**src/rtl/stack_fetch_stage.sv**
```systemverilog
`default_nettype none
// ============================================================================
// Module   : stack_fetch_stage
// Purpose  : Stack CPU fetch stage. Owns the instruction memory and the PC,
//            and delivers one registered instruction per cycle downstream.
// Revision : 1.0 - initial release
// ============================================================================
module stack_fetch_stage #(
  parameter int          IM_DEPTH = 128,
  parameter int          ADDR_W   = 7,
  parameter int          DATA_W   = 32,
  parameter logic [5:0]  HALT_OP  = 6'h3F
) (
  input  logic              clock,
  input  logic              reset,
  input  logic              stall,
  input  logic              redirect_valid,
  input  logic [ADDR_W-1:0] redirect_pc,
  input  logic              im_we,
  input  logic [ADDR_W-1:0] im_waddr,
  input  logic [DATA_W-1:0] im_wdata,
  output logic [DATA_W-1:0] instr,
  output logic [ADDR_W-1:0] instr_pc,
  output logic              instr_valid,
  output logic [ADDR_W-1:0] pc,
  output logic              halted
);

  typedef enum logic [0:0] {
    FETCH = 1'b0,
    HALT  = 1'b1
  } state_t;

  state_t r_state;

  // Not reset: the program survives reset so it can be reloaded or rerun.
  logic [DATA_W-1:0] IM [0:IM_DEPTH-1];

  logic [DATA_W-1:0] w_word;
  logic              w_is_halt;

  assign w_word    = IM[pc];
  assign w_is_halt = (w_word[DATA_W-1 -: 6] == HALT_OP);

  // Nonblocking write makes a same-address fetch see the old word.
  always_ff @(posedge clock) begin
    if (im_we && !reset) begin
      IM[im_waddr] <= im_wdata;
    end
  end

  always_ff @(posedge clock) begin
    if (reset) begin
      r_state     <= FETCH;
      pc          <= '0;
      instr       <= '0;
      instr_pc    <= '0;
      instr_valid <= 1'b0;
      halted      <= 1'b0;
    end else begin
      case (r_state)
        FETCH: begin
          if (redirect_valid) begin
            pc          <= redirect_pc;
            instr_valid <= 1'b0;
          end else if (!stall) begin
            instr       <= w_word;
            instr_pc    <= pc;
            instr_valid <= 1'b1;
            if (w_is_halt) begin
              r_state <= HALT;
              halted  <= 1'b1;
            end else begin
              // Wraps at the top of memory since IM_DEPTH == 2**ADDR_W.
              pc <= pc + ADDR_W'(1);
            end
          end
        end
        HALT: begin
          if (redirect_valid) begin
            pc          <= redirect_pc;
            instr_valid <= 1'b0;
            halted      <= 1'b0;
            r_state     <= FETCH;
          end else if (!stall) begin
            instr_valid <= 1'b0;
          end
        end
        default: r_state <= FETCH;
      endcase
    end
  end

endmodule
`default_nettype wire

```
**config.mk**
```make
export PLATFORM = sky130hd
export DESIGN_NAME = stack_fetch_stage
export DESIGN_NICKNAME = d
export VERILOG_FILES = /design/src/rtl/stack_fetch_stage.sv
export SDC_FILE = /design/constraint.sdc
export NUM_CORES = 2
export LEC_CHECK = 0
export CAP_MARGIN = 20
export CORE_MARGIN = 2
export CORE_UTILIZATION = 55
export DETAILED_ROUTE_END_ITERATION = 7
export GPL_ROUTABILITY_DRIVEN = 0
export MAX_ROUTING_LAYER = met4
export PLACE_DENSITY = 0.71
export REMOVE_ABC_BUFFERS = 1
export SYNTH_ARGS = -nofsm -noshare
export SYNTH_HDL_FRONTEND = slang
export SYNTH_SLANG_ARGS = --single-unit
```
**constraint.sdc**
```tcl
create_clock -name clock -period 5.5 [get_ports clock]
set_clock_uncertainty 0.1 [all_clocks]
set_input_delay 1.1 -clock clock [delete_from_list [all_inputs] [get_ports clock]]
set_output_delay 1.1 -clock clock [all_outputs]
set_load 0.02 [all_outputs]
```
==> results.txt <==
- For met3 alone, demand over resource in global routing was 0.0546.
- Final setup vio count: 0
* Reg-to-reg endpoint: pc[3]
* Total routed wirelength: 395 mm
- Synthesis produced a netlist whose cell count is 6,350.
- Maximum fanout count along the critical path: 50
- For this design the ratio of total power to cell area is 372 mW/mm^2.
- Max Cap Violations: 0
- The die is 540 microns wide.
- Clock tree synthesis selected as its root buffer the cell sky130_fd_sc_hd__clkbuf_16.
* Data arrival time at the worst-slack endpoint: 5.58 ns
- Main area contributors after synthesis: sky130_fd_sc_hd__edfxtp_1, sky130_fd_sc_hd__mux4_2, sky130_fd_sc_hd__dfxtp_1, sky130_fd_sc_hd__clkbuf_1, sky130_fd_sc_hd__nor2_1
- Register-to-register setup slack: 0.60 ns
- Sink Count: 4,152
- The floorplan step set the die height to 540 microns.
- For hold timing, the worst endpoint is instr_pc[2].
- For this run, the leading register cell type out of synthesis is sky130_fd_sc_hd__edfxtp_1.
* Number of antenna violations at the first check in global routing: 44
- The clock tree synthesis step divided the H-tree into 5 levels.
* Startpoint of the most critical hold path: instr_pc[2]
- The core region is 0.285 sq mm.
- DP Wirelength: 227 mm
- Counting instances, the worst hold path has a depth of 2.
* Sum of negative setup slack: 0 ns
* Maximum number of pins on one net before global-route repair: 98
- For this configuration, the core starts out at a cell density of 0.553.
- For this run, the share of the core covered by cells in the final layout is 0.627.
- Fraction of the yosys area taken by sequential cells: 0.787
* Worst setup path category: reg2reg
* Number of flops mapped to enable cells by yosys: 4,096
* Worst-case setup slack after placement: 0.745 ns
- Distinct cell type count after synthesis: 50
* Global routing usage summed across all routing layers: 0.281
- Crit path required time: 6.18 ns
- Dividing the detail-routed wire length by the instance count gives 36.2 microns.
* Post-CTS Repair Setup Buffers: 0
- Detailed-route vias per instance: 6.72
- Cell area after placement: 0.166 sq mm
* Tightest slew margin relative to the limit: 0.241
* Number of resized instances in the post-cts repair step: 0
- The count of nets left with antenna violations once routing finished came out at 0.
- Clock-pin slew was measured on the worst setup and hold paths at 0.06 ns.
- Relative to the synthesized area, the layout overhead comes to 13.4%.
* Final Instance Area: 0.179 sq mm
- The first detailed-routing pass took 5 iterations.
- The number of slew-limit violations in the final report came to 0.
- The worst-case IR drop observed on VDD is 302 uV.
- Leakage: 54.0 nW
* Outcome: finished, final reports clean
- The number of hold-slack violations in the final timing report was 0.
- In the routed design, unresolved DRC markers number 0.
* Overall die area: 0.291 sq mm
- Number of port buffers: 98
- The share of synthesized area in the top cell type comes to 0.780.
* Floorplan row count: 196
- At the pin with the least slew margin, the transition time is 1.14 ns.
* CTS max path bufs: 4
* Post-layout power: 66.5 mW
* Met2 demand-to-capacity share in global routing: 0.422
- Counting the buffers created by CTS gives 394.
- The worst setup path is captured at a register.
- Summed over all layers, the global routing overflow is 0.
* Post-synth top area cell: sky130_fd_sc_hd__edfxtp_1
* Fraction of met1 tracks used by global routing: 0.395
- First-pass GRT wire length: 556 mm
- After global routing, the most crowded layer is met2.
- RSZ-0062 raised after global routing: no
- Combined area of all synthesized cells: 0.158 sq mm
- Of the cells placed in the final design, the portion with a size suffix greater than 1 is 0.329.
* Post-layout minimum cycle time: 4.90 ns
- The later pin in the worst-skew pair is clocked with a latency of 0.92 ns.
- Synthesized area per cell: 24.8 sq um
* Final layout net count: 6,871
* # IOs: 99
* Hold buffer count at CTS: 0
- Logic depth of the worst register-to-register path: 11
* Top achievable clock speed: 0.204 GHz
* DRT iter0 DRCs: 11,600
- TritonCTS built the clock tree.
* Flip-flop and latch count after synthesis: 4,152
- The worst setup path is launched from a register.
* Via count: 73,400
* Count of yosys warnings during synthesis: 0
- Hold Crit Class: reg2reg
- The worst path meets setup with 0.596 ns of slack.
- Vias in the first global route: 73,300
- Final cycle utilization of the critical path: 0.892
- For this run, asynchronously set or reset flops after synthesis account for 0.
placed cells by master (no fill, tap or decap), types with 5 or more instances in the layout:
cell	n
sky130_fd_sc_hd__nand4_1	11
sky130_fd_sc_hd__clkbuf_8	6
sky130_fd_sc_hd__diode_2	15
sky130_fd_sc_hd__nand2b_1	7
sky130_fd_sc_hd__clkinv_2	81
sky130_fd_sc_hd__nor2_4	126
sky130_fd_sc_hd__bufinv_16	41
sky130_fd_sc_hd__a311oi_1	26
sky130_fd_sc_hd__nor2_1	51
sky130_fd_sc_hd__nand2_1	105
sky130_fd_sc_hd__dfxtp_4	6
sky130_fd_sc_hd__nor2b_1	16
sky130_fd_sc_hd__dfxtp_1	49
sky130_fd_sc_hd__a31oi_1	8
sky130_fd_sc_hd__clkbuf_1	75
sky130_fd_sc_hd__mux2i_1	55
sky130_fd_sc_hd__o211ai_1	5
sky130_fd_sc_hd__clkinv_8	7
sky130_fd_sc_hd__nor3_1	6
sky130_fd_sc_hd__inv_6	7
sky130_fd_sc_hd__clkdlybuf4s50_1	65
sky130_fd_sc_hd__nand3_1	19
sky130_fd_sc_hd__edfxtp_1	4096
sky130_fd_sc_hd__clkbuf_16	398
sky130_fd_sc_hd__clkinv_1	84
sky130_fd_sc_hd__a22oi_1	30
sky130_fd_sc_hd__mux4_2	1289
sky130_fd_sc_hd__buf_4	283
sky130_fd_sc_hd__nand2_2	6
sky130_fd_sc_hd__a211oi_1	16
sky130_fd_sc_hd__clkinvlp_4	20
sky130_fd_sc_hd__buf_12	63
sky130_fd_sc_hd__a21oi_1	22
power by group:
part | internal, mW | total, mW | switching (mW)
Sequential | 34.8 | 35.0 | 0.138
Clock | 15.3 | 26.8 | 11.6
Combinational | 1.91 | 4.64 | 2.73
Total | 52.0 | 66.5 | 14.4
worst max path at each step:
stage / from / to / slack, ns / depth (start not counted)
global placement: im_we / IM[26][20] / 0.71 / 6
global route: register / pc[4] / 0.51 / 11
detailed placement: im_we / IM[3][22] / 0.74 / 6
CTS: register / pc[3] / 0.87 / 9
floorplan: register / register / -41.50 / 9
finish: register / pc[3] / 0.60 / 11
worst max-delay path, stage by stage (launching register included):
cell	delay (ns)
sky130_fd_sc_hd__dfxtp_4	1.01
sky130_fd_sc_hd__buf_12	0.47
sky130_fd_sc_hd__nor2b_1	0.10
sky130_fd_sc_hd__buf_4	0.22
sky130_fd_sc_hd__a221oi_1	0.82
sky130_fd_sc_hd__nand3_1	0.46
sky130_fd_sc_hd__nand4_1	0.25
sky130_fd_sc_hd__and4b_1	0.25
sky130_fd_sc_hd__and4b_1	0.31
sky130_fd_sc_hd__a21boi_4	0.26
sky130_fd_sc_hd__a211oi_1	0.13
sky130_fd_sc_hd__a2111oi_1	0.35
logic make-up (layout without fill, tap and decap cells):
family | after synthesis | count (layout) | share of synthesized area
AOI/OAI and AO/OA | 127 | 127 | 0.00600
xor gates and xnor gates | 4 | 4 | 0.000222
adders and majority gates | 1 | 1 | 0.0000793
buffers and inverters | 345 | 1140 | 0.00900
DFF | 4152 | 4152 | 0.787
muxes | 1347 | 1347 | 0.188
other | 0 | 15 | 0
and+or+nand+nor | 374 | 374 | 0.0102
per-layer routing:
| layer | up-vias | wire length, microns |
|---|---|---|
| met3 | 560 | 47900 |
| li1 | 28600 | - |
| met2 | 4671 | 190000 |
| met5 | - | 0 |
| met4 | 0 | 13200 |
| met1 | 39600 | 144000 |
cell usage after synthesis (all sizes together), types with 2 or more instances:
library cell and number:
nor2 177, o211ai 5, clkbuf 198, mux2i 55, a21oi 22, nand3 21, and4 2, nor3 9
inv 5, a211oi 16, o22ai 4, and2 3, a221oi 3, nand2b 7, a2111oi 4, or3b 2
nand4 11, a31oi 8, nor2b 16, buf 141, nand4b 2, nand2 111, xnor2 4, nor4 2
mux4 1289, a32oi 2, and3 5, a311oi 26, o21ai 2, a22oi 30, and4b 2, dfxtp 56
edfxtp 4096, mux2 3
registers in the layout (all words and copies together) (netlist names), named ones only:
name,cells
r_state,1
instr_valid,1
instr,32
IM,4096
instr_pc,7
halted,1
pc,7
per-stage QoR:
step | cells | hold WS [ns]
after global placement | 10200 | 0.341
final | 10900 | 0.380
after detailed placement | 10200 | 0.371
after floorplan | 6011 | 0.366
after global routing | 10900 | 0.393
after CTS | 10900 | 0.380
area by class of cell:
type / count / area [sq um]
diodes: 15 / 37.5
clock buffers: 479 / 10300
clock inverters: 243 / 2330
fillers: 18200 / 106000
inverters: 6 / 22.5
multi-input cells: 1853 / 33200
flip-flops and latches: 4152 / 124000
well taps: 3762 / 4710
repair buffers: 412 / 4060
Note: power is estimated with default switching activity, not from simulation.
